<file path="config.mk">
export PLATFORM = sky130hd
export DESIGN_NAME = frame_streamer
export DESIGN_NICKNAME = d
export VERILOG_FILES = /design/src/rtl/frame_pkg.sv /design/src/rtl/byte_sum8.sv /design/src/rtl/frame_streamer.sv
export SDC_FILE = /design/constraint.sdc
export NUM_CORES = 1
export LEC_CHECK = 0
export BUFFER_PORTS_ARGS = -buffer_cell sky130_fd_sc_hd__buf_4
export CORE_MARGIN = 2
export CORE_UTILIZATION = 45
export CTS_BUF_LIST = sky130_fd_sc_hd__clkbuf_8 sky130_fd_sc_hd__clkbuf_16
export CTS_CLUSTER_SIZE = 40
export DETAILED_ROUTE_END_ITERATION = 8
export GPL_ROUTABILITY_DRIVEN = 1
export PLACE_DENSITY = 0.74
export SLEW_MARGIN = 20
export SYNTH_ARGS = -nofsm -noshare
export SYNTH_HDL_FRONTEND = slang
export SYNTH_HIERARCHICAL = 1
export SYNTH_SLANG_ARGS = --single-unit
</file>
<file path="constraint.sdc">
create_clock -name clk -period 3.4 [get_ports clk]
set_input_delay 0.17 -clock clk [delete_from_list [all_inputs] [get_ports clk]]
set_output_delay 0.17 -clock clk [all_outputs]
set_load 0.02 [all_outputs]
</file>
<file path="src/rtl/frame_pkg.sv">
// Shared frame definitions for the filter pipeline: default memory geometry and the
// streamer state encoding, used by both the pixel processor and the frame streamer.
package frame_pkg;

    localparam int unsigned FRAME_ADDR_BITS  = 15;
    localparam int unsigned FRAME_PIX_WIDTH  = 24;
    localparam int unsigned FRAME_NUM_PIXELS = 3;

    typedef enum logic [2:0] {
        IDLE  = 3'd0,
        FETCH = 3'd1,
        WAIT  = 3'd2,
        SEND  = 3'd3,
        CSUM  = 3'd4,
        DONE  = 3'd5
    } state_e;

    // True when a frame of num_pixels words fits an addr_bits-wide address space.
    function automatic bit frame_size_ok(input int unsigned addr_bits,
                                         input int unsigned num_pixels);
        return (num_pixels >= 1) && (64'(num_pixels) <= (64'd1 << addr_bits));
    endfunction

endpackage

</file>
<file path="src/rtl/byte_sum8.sv">
// 8-bit clear/add accumulator; o_sum_next is the value the register takes at the next edge,
// so a caller can present the sum including the byte being accepted this cycle.
module byte_sum8 (
    input  logic       clk,
    input  logic       reset,
    input  logic       i_clear,
    input  logic       i_add,
    input  logic [7:0] i_data,
    output logic [7:0] o_sum_next
);

    logic [7:0] r_sum;
    logic [7:0] w_sum_next;

    always_comb begin
        w_sum_next = r_sum;
        if (i_clear) begin
            w_sum_next = 8'd0;
        end else if (i_add) begin
            w_sum_next = r_sum + i_data;
        end
    end

    always_ff @(posedge clk or posedge reset) begin
        if (reset) begin
            r_sum <= 8'd0;
        end else begin
            r_sum <= w_sum_next;
        end
    end

    assign o_sum_next = w_sum_next;

endmodule

</file>
<file path="src/rtl/frame_streamer.sv">
// Reads the destination frame memory sequentially and emits the low byte of each word on a
// valid/ready stream. Define FRAME_STREAMER_CHECKSUM_EN to append an 8-bit sum byte per frame.
module frame_streamer
    import frame_pkg::*;
#(
    parameter int unsigned ADDR_BITS  = FRAME_ADDR_BITS,
    parameter int unsigned PIX_WIDTH  = FRAME_PIX_WIDTH,
    parameter int unsigned NUM_PIXELS = FRAME_NUM_PIXELS
) (
    input  logic                 clk,
    input  logic                 reset,
    input  logic                 i_start,
    output logic                 o_busy,
    output logic                 o_done,
    output logic [ADDR_BITS-1:0] o_mem_addr,
    input  logic [PIX_WIDTH-1:0] i_mem_do,
    output logic [7:0]           o_out_data,
    output logic                 o_out_valid,
    input  logic                 i_out_ready
);

    if (!frame_size_ok(ADDR_BITS, NUM_PIXELS)) begin : g_bad_frame_size
        $fatal(1, "frame_streamer: NUM_PIXELS must be in 1..2**ADDR_BITS");
    end

    localparam logic [ADDR_BITS-1:0] LAST_ADDR = ADDR_BITS'(NUM_PIXELS - 1);

    state_e               r_state;
    logic [ADDR_BITS-1:0] r_cnt;
    logic [ADDR_BITS-1:0] r_mem_addr;
    logic [7:0]           r_out_data;
    logic                 r_out_valid;
    logic                 r_busy;
    logic                 r_done;

    logic                 w_accept;
    logic                 w_last;
    logic                 w_unused_mem_hi;

    assign w_accept        = (r_state == SEND) && i_out_ready;
    assign w_last          = (r_cnt == LAST_ADDR);
    assign w_unused_mem_hi = ^i_mem_do[PIX_WIDTH-1:8];

`ifdef FRAME_STREAMER_CHECKSUM_EN
    logic       w_sum_clear;
    logic [7:0] w_sum_next;

    assign w_sum_clear = (r_state == IDLE) && i_start;

    byte_sum8 u_byte_sum8 (
        .clk        (clk),
        .reset      (reset),
        .i_clear    (w_sum_clear),
        .i_add      (w_accept),
        .i_data     (r_out_data),
        .o_sum_next (w_sum_next)
    );
`endif

    // mem_addr is loaded on entry to FETCH so the RAM samples it at the end of FETCH and its
    // registered output is readable during WAIT.
    always_ff @(posedge clk or posedge reset) begin
        if (reset) begin
            r_state     <= IDLE;
            r_cnt       <= '0;
            r_mem_addr  <= '0;
            r_out_data  <= 8'd0;
            r_out_valid <= 1'b0;
            r_busy      <= 1'b0;
            r_done      <= 1'b0;
        end else begin
            r_done <= 1'b0;
            case (r_state)
                IDLE: begin
                    if (i_start) begin
                        r_cnt      <= '0;
                        r_mem_addr <= '0;
                        r_busy     <= 1'b1;
                        r_state    <= FETCH;
                    end
                end
                FETCH: begin
                    r_state <= WAIT;
                end
                WAIT: begin
                    r_out_data  <= i_mem_do[7:0];
                    r_out_valid <= 1'b1;
                    r_state     <= SEND;
                end
                SEND: begin
                    if (w_accept) begin
                        r_out_valid <= 1'b0;
                        if (w_last) begin
`ifdef FRAME_STREAMER_CHECKSUM_EN
                            r_out_data  <= w_sum_next;
                            r_out_valid <= 1'b1;
                            r_state     <= CSUM;
`else
                            r_busy  <= 1'b0;
                            r_done  <= 1'b1;
                            r_state <= DONE;
`endif
                        end else begin
                            r_cnt      <= r_cnt + 1'b1;
                            r_mem_addr <= r_cnt + 1'b1;
                            r_state    <= FETCH;
                        end
                    end
                end
                CSUM: begin
                    if (i_out_ready) begin
                        r_out_valid <= 1'b0;
                        r_busy      <= 1'b0;
                        r_done      <= 1'b1;
                        r_state     <= DONE;
                    end
                end
                DONE: begin
                    r_state <= IDLE;
                end
                default: begin
                    r_out_valid <= 1'b0;
                    r_busy      <= 1'b0;
                    r_state     <= IDLE;
                end
            endcase
        end
    end

    assign o_busy      = r_busy;
    assign o_done      = r_done;
    assign o_mem_addr  = r_mem_addr;
    assign o_out_data  = r_out_data;
    assign o_out_valid = r_out_valid;

endmodule
</file>
Yosys cells after proc, flatten, opt, wreduce, memory -nomap -nowiden:

Index checks and enable logic that the tools add are counted.

* register bits after elaboration: 29
* latch bits: 0
* RAM bits: 0
* memory bits (read-only): 0
* input port bits: 28
* output and inout port bits: 26
* logic and storage cells: 49
* memories: 0

* add/sub/neg operators: 1
* multiply operators: 0
* div/mod/pow operators: 0
* magnitude comparators: 0
* equality and inequality tests: 11
* shifts and indexed selects: 0
* muxes and demuxes: 20
* bitwise logic cells: 2
* reduce and logical (&&, ||, !) cells: 9

Operators by type and width (number)
* two-way mux 15 bit: 3
* case mux 15 bit (2 select lines): 1
* adder 15 x 1 -> 15 bit (second input constant): 1
* == test 15 x 2 -> 1 bit (second input constant): 1
* case mux 3 bit (5 select lines): 1
* two-way mux 3 bit: 4
* != test 2 bit (second input constant): 5
* two-way mux 1 bit: 8
* case mux 1 bit (4 select lines): 2
* == test 3 x 2 -> 1 bit (second input constant): 2
* == test 3 bit (second input constant): 2
* AND reduction 3 bit: 2
* OR reduction 3 bit: 2
* AND reduction 5 bit: 1
* AND reduction 4 bit: 1
* == test 3 x 1 -> 1 bit (second input constant): 1
* zero test 3 bit: 1
* inverter 1 bit: 2
* case mux 1 bit (2 select lines): 1
* nonzero test 2 bit: 1
* logical AND 1 bit: 1

Longest topological paths before layout:

Gate-level depths: netlist of the first run.

* depth in word-level cells: 4
* depth in mapped cells: 8
* gate-level depth less buffers: 7

Least setup slack after synthesis of the first run:

Ideal clock, no wire load.

* kind: register to register
* start: register o_mem_addr[0] (netlist name)
* end: register r_mem_addr[12], in the netlist o_mem_addr[12]
* setup time: 110 ps
* arrival time: 1696 ps
* path slack: 1594 ps
* cell stages (with the launch flop): 9
* path buffers: 1
* cells stage by stage: dfrtp_1 inv_1 ha_1 nor4b_1 nand4_1 o21ai_2 buf_2 o21ai_0 o41ai_1

RTL lines
* end signal: assignment: RTL line frame_streamer.sv:105 `r_mem_addr <= r_cnt + 1'b1;`
* end: declaration: RTL line frame_streamer.sv:30 `logic [ADDR_BITS-1:0] r_mem_addr;`

==> impl_results.md, run 1 <==
* Outcome: finished with violations
* Failing checks: negative hold slack
* Startpoint types: register
* Placed cells at 220
* Number of synthesized register bits at 29
* Min Tclk post-route at 2290 ps
* Distinct cells, synth at 32
* Final Setup Violations at 0
* Vert. Die Dim at 60.6 um
* Unrepaired setup endpoints after global routing: no
* Post-CTS Hold Buffers at 0
* Total power at 1.41 mW
* CP Buf/Inv Count at 1
* Antenna diode instance count at 0
* Total gr overflow at 0
* Pre-Repair DR Iteration Count at 4
* Final hold violation count at 29
* R2r worst-path depth at 7
* Initial antenna violation count at 0
* WP depth at 7
* Synth area leader: dfrtp_1
* Design Area, Final at 1820 um^2
* Die Footprint at 3680 um^2
* DP Worst Slack at 1180 ps
* Cell family with most CP delay: compound AO/OA/AOI/OAI gates
* Core Rows at 20
* Min-Delay Path Class: primary input to asynchronous set/reset pin
* Post-CTS Setup Bufs at 0
* Final period utilization at 67.4%
* Area delta synth->final at 26.0%
* Non-Filler Instances at 228
* Slowest stage cell, crit path: o21ai_2
* Layout cell share with drive strength beyond 1 at 31.0%
* Total track usage at 20.0%
* YS warnings at 6
* Mean Syn Cell Area at 9.82 um^2
* First-pass GRT wire length at 5350 um
* Placed cell areas at 1740 um^2
* IO buf count at 37
* Post-Syn Nets at 177
* Avg WL per Cell at 14.5 um
* Clock power share at 18.7%
* Setup Crit Path Kind: register to register
* Clock sink total at 29
* DRT antenna net count at 0
* CP Launch Point: o_mem_addr[0]
* Mapped cell area at 1440 um^2
* I/O Pins at 54
* Worst-Margin Slew at 606 ps
* Setup ws final at 1110 ps
* Num CTS Buffers at 5
* Leakage at 0.803 nW
* Worst Path Required at 3560 ps
* Root buf cell: clkbuf_8
* Placeable Area at 3050 um^2
* CTS tree: yes
* Mapped Cells at 147
* Psw at 0.559 mW
* Seq pwr share at 38.4%
* EDFF count, synth at 0
* DR vias at 1,275
* Fmax at 437 MHz
* Crit path DAT at 2450 ps
* Combinational share of power at 42.9%
* Fin Setup TNS at 0 ps
* Via density at 5.59
* Hold WS at -32.4 ps
* Worst path cell trace: inv_1 -> ha_1 -> nor4b_1 -> nand4_1 -> o21ai_2 -> o21ai_0 -> o31ai_1
* DRC at 0
* Gpl congestion at 0.846
* Initial Util at 47.3%
* Pint at 0.847 mW
* Pwr/cell area at 773 nW/um^2
* Critical Path Sink Type: register
* Max Cap Viol at 0
* Clock latency on the worst-skew pair at 280 ps
* Worst clock skew at 2.21 ps
* Seq/Total Area, Yosys at 50.3%
* CTS Buffer Depth at 2
* Vias in the first global route at 1,161
* Reg2reg start: o_mem_addr[0]
* Sw frac at 39.8%
* CP peak stage delay at 560 ps
* Largest net degree at the start of global routing at 30
* # resized after CTS at 0
* Reg clk slew, reported paths at 60 ps
* Worst IR Drop VDD at 0.000347 V
* Top-area cell type share of the netlist area at 50.3%
* Area contributors post-synth: dfrtp_1, mux2_2, o21ai_0
* Die Span X at 60.6 um
* Top FF cell, synth: dfrtp_1
* NumNets Final at 213
* Post-synthesis async set-or-reset flop share at 100%
* Iter 0 DRT Violations at 44
* Max-Slew Margin vs Limit at 59.6%
* Final WL at 3320 um
* Top cells by count, synth: dfrtp_1, o21ai_0, nand3_1
* Dpl hpwl at 2400 um
* Worst Path Max Fanout at 16
* Cell with the most instances after synthesis: dfrtp_1
* Total count of max-transition violations in the final report at 0
* CTS H-Tree Depth at 2
## state kept, by name, summed over array words and instances, names as in the netlist
name / cells
o_busy: 1
o_out_data: 8
r_state: 3
o_mem_addr: 15
o_done: 1
o_out_valid: 1
## power by group through the flow
stage | Clock [mW] | Combinational (mW) | Sequential [mW]
2_1_floorplan | 0 | 0.324 | 0.621
3_3_place_gp | 0 | 0.589 | 0.535
3_5_place_dp | 0 | 0.604 | 0.546
4_1_cts | 0.268 | 0.607 | 0.541
5_1_grt | 0.289 | 0.665 | 0.553
6_report | 0.263 | 0.604 | 0.540
## cell usage in the layout (no fill, tap or decap), types with 3 or more instances in the layout
| cell | netlist | final |
|---|---|---|
| inv_1 | 6 | 6 |
| o21ai_0 | 15 | 15 |
| nand2_1 | 8 | 8 |
| clkbuf_8 | 0 | 5 |
| o31ai_1 | 10 | 10 |
| nor4_1 | 3 | 3 |
| nand4_1 | 4 | 4 |
| buf_4 | 0 | 37 |
| a31oi_1 | 4 | 4 |
| mux2_2 | 8 | 8 |
| a21oi_1 | 6 | 6 |
| nor2_1 | 12 | 12 |
| dfrtp_1 | 29 | 29 |
| nand3_1 | 13 | 13 |
## path summary, 6_finish.rpt
kind / to / slack [ps]
worst max-delay path: o_mem_addr[9] / 1110
max in group asynchronous: o_out_data[3] / 3030
worst max register to register: o_mem_addr[9] / 1110
min in group clk: o_out_data[3] / 130
worst min-delay path: o_out_data[0] / -30
worst min register to register: o_out_data[0] / 510
## metal layers
metal	up-vias	track usage, %	wire length [um]
li1	617	-	-
met1	598	25.0	1370
met2	55	31.6	1640
met3	5	6.82	258
met4	0	8.39	44
met5	-	0	0
## cell families after synthesis
logic type / Yosys count / share of synthesized area [%]
AO/OA/AOI/OAI: 42 / 18.6
adder cells (fa/ha/maj): 2 / 1.73
buffers and inverters: 14 / 4.33
flip-flops: 29 / 50.3
multiplexers: 9 / 6.93
AND/OR/NAND/NOR: 51 / 18.1
## cell type report
type	instances	area (um^2)
clock buffers	5	68.8
multi-input cells	104	656
fillers	281	1230
well taps	44	55.1
inverters	6	22.5
flip-flops and latches	29	726
clock inverters	3	13.8
repair buffers	37	278
## per-stage QoR
| stage | hold WS, ps | util (%) |
|---|---|---|
| final | -32.4 | 59.6 |
| after CTS | 119 | 59.6 |
| after global placement | 407 | 56.9 |
| after global routing | 22.5 | 59.6 |
| after detailed placement | 411 | 56.9 |
| after floorplan | 248 | - |
(Power assumes the default switching activity.)
==> run 2, diff against run 1 <==
--- a/config.mk
+++ b/config.mk
@@ -7,7 +7,7 @@
 export LEC_CHECK = 0
 export BUFFER_PORTS_ARGS = -buffer_cell sky130_fd_sc_hd__buf_4
 export CORE_MARGIN = 2
-export CORE_UTILIZATION = 45
+export CORE_UTILIZATION = 43
 export CTS_BUF_LIST = sky130_fd_sc_hd__clkbuf_8 sky130_fd_sc_hd__clkbuf_16
 export CTS_CLUSTER_SIZE = 40
 export DETAILED_ROUTE_END_ITERATION = 8
==> constraint.sdc (replaced) <==
create_clock -name clk -period 1.8 [get_ports clk]
set_input_delay 0.09 -clock clk [delete_from_list [all_inputs] [get_ports clk]]
set_output_delay 0.09 -clock clk [all_outputs]
set_load 0.02 [all_outputs]
==> run 2 against run 1 <==
Effect of this change:
- fmax is 36% higher
- clock skew is 6.9 ps higher
- largest power group unchanged
- critical path type unchanged
- highest routed layer unchanged
- combinational power is 140% higher
- count of clock-buffer cells in the layout is 1 higher
- flip-flop and latch count stayed put
- final cell count is 11% higher
- critical path depth is 1 lower
- the run now ends clean
- non-clock buffer count is 23 higher
==> impl_results.md, run 2 (same netlist as run 1, synthesis figures left out) <==
* Outcome: completed
* DR vias at 1,372 (+7.6%)
* Total track usage at 21.3% (+1.3 points)
* Gpl congestion at 0.809 (-4.4%)
* Clock power share at 17.8% (-0.9 points)
* Clock latency on the worst-skew pair at 280 ps (about the same)
* Psw at 1.13 mW (+100%)
* Core Rows at 21 (+5.0%)
* Filler instances at 287 (+2.1%)
* Reg area at 728 um^2 (+0.34%)
* Root buf cell: clkbuf_8
* Unrepaired setup endpoints after global routing: yes
* Placeable Area at 3280 um^2 (+7.6%)
* Worst IR Drop VDD at 0.000717 V (+110%)
* Crit path DAT at 1890 ps (-560 ps)
* Antenna diode instance count at 0 (unchanged)
* Startpoint types: register
* CTS tree: yes
* Via density at 5.44 (-2.6%)
* NumNets Final at 236 (+11%)
* Setup Crit Path Kind: register to register
* Final hold violation count at 0 (-100%)
* Sw frac at 38.5% (-1.3 points)
* Setup ws final at 117 ps (-993 ps)
* R2R Path End: o_mem_addr[5]
* Pre-Repair DR Iteration Count at 4 (unchanged)
* Avg WL per Cell at 14.2 um (-2.2%)
* Iter 0 DRT Violations at 32 (-27%)
* Most frequent cells in the layout: buf_4, dfrtp_1, nand3_1
* Dpl hpwl at 2620 um (+9.3%)
* Die Footprint at 3840 um^2 (+4.3%)
* First-pass GRT wire length at 5930 um (+11%)
* Pwr/cell area at 1430 nW/um^2 (+85%)
* Post-CTS Setup Bufs at 0 (unchanged)
* Largest net degree at the start of global routing at 30 (unchanged)
* Num CTS Buffers at 5 (unchanged)
* Most common cell after layout, fill and taps aside: buf_4
* Vias in the first global route at 1,339 (+15%)
* Total gr overflow at 0 (unchanged)
* Area of the multi-input gates at 707 um^2 (+7.8%)
* CTS H-Tree Depth at 2 (unchanged)
* Final WL at 3580 um (+8.1%)
* Worst-Margin Slew at 368 ps (-237 ps)
* Max-Slew Margin vs Limit at 75.5% (+16 points)
* Endpoint, Worst Hold: o_out_data[2]
* DP Worst Slack at -39.9 ps (-1220 ps)
* DRC at 0 (unchanged)
* I/O Pins at 54 (unchanged)
* Combinational share of power at 49.5% (+6.6 points)
* Total count of max-transition violations in the final report at 0 (unchanged)
* Reg clk slew, reported paths at 60 ps (about the same)
* Reg2reg setup slack at 120 ps (-990 ps)
* Worst clock skew at 9.15 ps (+6.94 ps)
* Reg2reg start: o_mem_addr[1]
* Vert. Die Dim at 61.9 um (+2.1%)
* Leakage at 0.927 nW (+15%)
* CTS Buffer Depth at 2 (unchanged)
* Total power at 2.95 mW (+110%)
* Initial antenna violation count at 0 (unchanged)
* Pint at 1.81 mW (+110%)
* Largest register FFs at 15 (unchanged)
* Max Cap Viol at 0 (unchanged)
* Clock sink total at 29 (unchanged)
* Min-Delay Path Class: primary input to register
* R2r worst-path depth at 6 (-1)
* DRT antenna net count at 0 (unchanged)
* Final period utilization at 93.5% (+26 points)
* Initial Util at 44.0% (-3.3 points)
* Worst Path Max Fanout at 6 (-10)
* IO buf count at 37 (unchanged)
* Die Span X at 61.9 um (+2.1%)
* Layout cell share with drive strength beyond 1 at 42.2% (+11 points)
* Worst hold start: i_mem_do[2]
* Seq pwr share at 32.7% (-5.7 points)
* Worst hold stages at 2
* Worst Path Required at 2010 ps (-1550 ps)
* Fmax at 594 MHz (+36%)
* Final Setup Violations at 0 (unchanged)
* Area delta synth->final at 42.8%
* Min Tclk post-route at 1680 ps (-607 ps)
* Critical Path Sink Type: register
==> run 2: changes by cell type in the layout (fill, tap and decap cells not counted), moves of 2 or more <==
| cell | delta |
|---|---|
| clkinv_2 | -2 |
| o21ai_0 | -9 |
| o21ai_2 | +2 |
| dfrtp_2 | +2 |
| o21ai_1 | +7 |
| buf_6 | +2 |
| buf_4 | +20 |
| dfrtp_1 | -2 |
==> run 2: timing repair <==
action	4_1_cts	5_1_grt
hold buffers	1	0
hold endpoints to repair	29	0
pin swaps	1	2
setup endpoints to repair	13	16
resized for setup	1	20
==> run 2: critical path, cell delays in order (launching register included) <==
cell     delay [ps]
dfrtp_2         450
ha_4            170
nor4b_4         120
nand4_1         170
o21ai_2         110
or4_1           500
nand3_1          90
==> run 2: routing by layer <==
| metal | GRT usage (%) | vias up | routed length, um |
|---|---|---|---|
| li1 | - | 659 | - |
| met1 | 25.7 | 662 | 1530 |
| met2 | 36.5 | 44 | 1770 |
| met3 | 5.38 | 7 | 229 |
| met4 | 8.21 | 0 | 55 |
| met5 | 0 | - | 0 |
==> run 2: how the worst max path moves through the flow <==
| stage | depth (start not counted) | startpoint | end | slack (ps) |
|---|---|---|---|---|
| global placement | 8 | o_mem_addr[0] | o_done | 7 |
| detailed placement | 8 | o_mem_addr[0] | o_mem_addr[11] | -40 |
| global route | 6 | o_mem_addr[1] | o_mem_addr[5] | -1 |
| floorplan | 7 | o_mem_addr[6] | o_mem_addr[12] | 10 |
| finish | 6 | o_mem_addr[1] | o_mem_addr[5] | 120 |
| CTS | 8 | o_mem_addr[0] | o_mem_addr[11] | 30 |
==> run 2: area by class of cell <==
| class | count | share of cell area [%] |
|---|---|---|
| clock buffer | 6 | 4.00 |
| clock inverter | 1 | 0.182 |
| inverter | 6 | 1.09 |
| multi-input combinational | 104 | 34.3 |
| sequential | 29 | 35.3 |
| tap | 46 | 2.79 |
| timing repair buffer | 60 | 22.3 |
==> run 2: power groups by stage <==
stage / Sequential (mW) / Combinational, mW / Clock (mW)
2_1_floorplan: 1.18 / 0.620 / 0
3_3_place_gp: 0.950 / 1.35 / 0
3_5_place_dp: 0.967 / 1.39 / 0
6_report: 0.965 / 1.46 / 0.524
5_1_grt: 0.984 / 1.62 / 0.560
4_1_cts: 0.959 / 1.40 / 0.535
==> run 2: per-stage QoR <==
step / instances / setup TNS, ps / area, um^2 / util [%] / hold WS (ps)
4_1_cts: 252 / 0 / 2010 / 61.2 / 45.2
3_3_place_gp: 244 / 0 / 1910 / 58.1 / 186
3_5_place_dp: 244 / -93.2 / 1910 / 58.1 / 192
6_report: 252 / 0 / 2060 / 62.8 / 55.5
5_1_grt: 252 / -1.10 / 2060 / 62.8 / 51.6
2_1_floorplan: 147 / 0 / 1450 / - / 168
==> run 3, diff against run 2 <==
--- a/config.mk
+++ b/config.mk
@@ -5,14 +5,15 @@
 export SDC_FILE = /design/constraint.sdc
 export NUM_CORES = 1
 export LEC_CHECK = 0
+export ABC_AREA = 1
 export BUFFER_PORTS_ARGS = -buffer_cell sky130_fd_sc_hd__buf_4
 export CORE_MARGIN = 2
-export CORE_UTILIZATION = 43
+export CORE_UTILIZATION = 40
 export CTS_BUF_LIST = sky130_fd_sc_hd__clkbuf_8 sky130_fd_sc_hd__clkbuf_16
 export CTS_CLUSTER_SIZE = 40
 export DETAILED_ROUTE_END_ITERATION = 8
 export GPL_ROUTABILITY_DRIVEN = 1
-export PLACE_DENSITY = 0.74
+export PLACE_DENSITY = 0.68
 export SLEW_MARGIN = 20
 export SYNTH_ARGS = -nofsm -noshare
 export SYNTH_HDL_FRONTEND = slang
==> run 3 against run 2 <==
Effect of this change:
- final cell count is 33% higher
- total power down 2.7%
- utilization is 9.3 points lower
- register-to-register slack better by 100 ps
- hold slack lost 49 ps
- count of clock-buffer cells in the layout up 1
- global-route usage decreased by 3.0 points
- area after synthesis rose by 16%
- sequential share of layout area down 1.7 points
- first-iteration DRC count rose by 38%
- non-clock buffer count fell by 17
==> impl_results.md, run 3 <==
* Total track usage at 18.3% (-3.0 points)
* Min-Delay Path Class: primary input to register
* Combinational share of power at 46.0% (-3.5 points)
* Max-Slew Margin vs Limit at 68.2% (-7.3 points)
* Mean Syn Cell Area at 7.08 um^2 (-28%)
* Worst path cell trace: inv_1 -> ha_1 -> nand2_1 -> nor2_1 -> nand2_1 -> nand2_2 -> nand2_4 -> nand2_4 -> nand2_1 -> nand2_1
* Final period utilization at 87.7% (-5.8 points)
* Vias in the first global route at 1,421 (+6.1%)
* Placeable Area at 4030 um^2 (+23%)
* Seq/Total Area, Yosys at 43.3% (-7.0 points)
* IO buf count at 37 (unchanged)
* Worst Path Max Fanout at 15 (+9)
* Final hold violation count at 0 (unchanged)
* YS warnings at 6 (unchanged)
* Synth area leader: dfrtp_1
* Setup Crit Path Kind: register to register
* Pint at 1.61 mW (-12%)
* Unrepaired setup endpoints after global routing: no
* Crit path DAT at 1750 ps (-140 ps)
* Fmax at 634 MHz (+6.6%)
* Most frequent cells in the layout: nand2_1, buf_4, nor2_1
* Outcome: completed
* Mapped cell area at 1680 um^2 (+16%)
* # resized after CTS at 0 (-1)
* Min Tclk post-route at 1580 ps (-104 ps)
* Area contributors post-synth: dfrtp_1, nand2_1, nor2_1
* Design Area, Final at 2160 um^2 (+4.6%)
* Placed cell areas at 2010 um^2 (+5.6%)
* Top cells by count, synth: nand2_1, nor2_1, dfrtp_1
* Area delta synth->final at 28.5%
* Post-Syn Nets at 267 (+51%)
* CTS tree: yes
* Fin Setup TNS at 0 ps (unchanged)
* Most common cell after layout, fill and taps aside: nand2_1
* DR vias at 1,575 (+15%)
* Worst clock skew at 6.53 ps (-2.62 ps)
* Pre-Repair DR Iteration Count at 4 (unchanged)
* Post-synthesis async set-or-reset flop share at 100% (unchanged)
* Mapped Cells at 237 (+61%)
* Final Setup Violations at 0 (unchanged)
* Root buf cell: clkbuf_8
* Initial Util at 41.6% (-2.3 points)
* Clock latency on the worst-skew pair at 290 ps (about the same)
* Critical Path Sink Type: register
* DRT antenna net count at 0 (unchanged)
* Clock power share at 21.2% (+3.4 points)
* Slowest stage cell, crit path: dfrtp_1
* Vert. Die Dim at 68.8 um (+11%)
* Psw at 1.26 mW (+12%)
* Max Cap Viol at 0 (unchanged)
* Largest register FFs at 15 (unchanged)
* Largest net degree at the start of global routing at 19 (-37%)
* Total count of max-transition violations in the final report at 0 (unchanged)
* Reg clk slew, reported paths at 60 ps (about the same)
* Initial antenna violation count at 0 (unchanged)
* Avg WL per Cell at 11.1 um (-22%)
* Gpl congestion at 0.874 (+8.1%)
* Core Rows at 23 (+9.5%)
* Iter 0 DRT Violations at 44 (+38%)
* Cell with the most instances after synthesis: nand2_1
* CTS Buffer Depth at 2 (unchanged)
* Die Footprint at 4730 um^2 (+23%)
* Dpl hpwl at 2670 um (+1.8%)
* Via density at 4.69 (-14%)
* Distinct cells, synth at 28 (-13%)
* I/O Pins at 54 (unchanged)
* Top FF cell, synth: dfrtp_1
* Number of synthesized register bits at 29 (unchanged)
* Antenna diode instance count at 0 (unchanged)
* EDFF count, synth at 0 (unchanged)
* Sw frac at 44.1% (+5.6 points)
* Total gr overflow at 0 (unchanged)
* Seq pwr share at 32.8% (about the same)
* Clock sink total at 29 (unchanged)
* Worst-Margin Slew at 477 ps (+108 ps)
* Layout cell share with drive strength beyond 1 at 21.3% (-21 points)
* Top-area cell type share of the netlist area at 43.3% (-7.0 points)
* Worst IR Drop VDD at 0.000781 V (+9.0%)
* Num CTS Buffers at 5 (unchanged)
* Leakage at 1.09 nW (+18%)
* Pwr/cell area at 1330 nW/um^2 (-6.9%)
* CP peak stage delay at 440 ps (-60 ps)
* CTS H-Tree Depth at 2 (unchanged)
* First-pass GRT wire length at 6340 um (+6.9%)
* DRC at 0 (unchanged)
* Die Span X at 68.8 um (+11%)
* Final WL at 3720 um (+3.7%)
* NumNets Final at 315 (+33%)
* Cell repeated most along the worst path: nand2_1
* Startpoint types: register
* Worst Path Required at 1970 ps (-40 ps)
run 3: changes by cell type after synthesis, moves of 5 or more:
| cell | delta |
|---|---|
| mux2_2 | -8 |
| nand2_1 | +93 |
| nand3_1 | +5 |
| nor2_1 | +22 |
| inv_1 | +7 |
| o21ai_0 | -13 |
| o31ai_1 | -9 |
| clkbuf_1 | -5 |
run 3: routing by layer:
metal	vias up	GRT usage [%]	wire (um)
li1	846	-	-
met1	693	23.1	1830
met2	29	29.7	1670
met3	7	4.38	132
met4	0	8.09	77
met5	-	0	0
run 3: cells by family (layout without fill, tap and decap cells):
group / after synthesis / after routing / share of synthesized area, %
xor gates and xnor gates: 2 / 2 / 1.04
and+or+nand+nor: 173 / 173 / 44.6
buffers and inverters: 19 / 68 / 5.07
DFF: 29 / 29 / 43.3
AOI/OAI and AO/OA: 12 / 12 / 4.55
adders and majority gates: 2 / 2 / 1.49
run 3: stage by stage:
stage                     util, %  cells  setup slack [ps]  hold WS, ps  power (mW)
after global routing         53.5    336              62.4         11.1        3.09
final                        53.5    336               222         6.72        2.87
after global placement       50.0    324               250          124        2.27
after detailed placement     50.0    324               212          133        2.29
after CTS                    53.5    336               206         1.02        2.91
after floorplan                 -    237               237          168        1.89
run 3: worst max-delay path: cells and delay by family (launching register included):
kind | cells | cell delay (ps)
AND/OR/NAND/NOR | 8 | 770
flip-flops | 1 | 440
adder cells (fa/ha/maj) | 1 | 190
buffers and inverters | 1 | 70
run 3: what timing repair did:
item | in CTS | in global routing
setup buffers | 0 | 0
hold buffers | 4 | 0
setup endpoints to repair | 0 | 0
hold endpoints to repair | 14 | 0
run 3: worst paths after layout:
path,startpoint,endpoint,slack [ps],cells past startpoint
worst max-delay path,o_mem_addr[0],o_mem_addr[5],220,10
worst min-delay path,i_mem_do[5],o_out_data[5],7,3
worst max register to register,o_mem_addr[0],o_mem_addr[5],220,10
worst min register to register,o_out_data[0],o_out_data[0],470,2
max in group asynchronous,reset,o_mem_addr[1],820,4
min in group asynchronous,reset,o_out_data[2],370,3
run 3: final cells by class:
class                           count  area (um^2)
Timing Repair Buffer               43          333
Fill cell                         423         1870
Sequential cell                    29          726
Inverter                           17         66.3
Tap cell                           50         62.6
Multi-Input combinational cell    189          867
Clock buffer                        7         96.3
Clock inverter                      1         5.00
run 3: power by group through the flow:
stage	Sequential [mW]	Clock, mW	Combinational, mW
3_3_place_gp	0.946	0	1.33
5_1_grt	0.962	0.647	1.48
6_report	0.942	0.609	1.32
2_1_floorplan	1.10	0	0.789
4_1_cts	0.942	0.622	1.34
3_5_place_dp	0.950	0	1.34
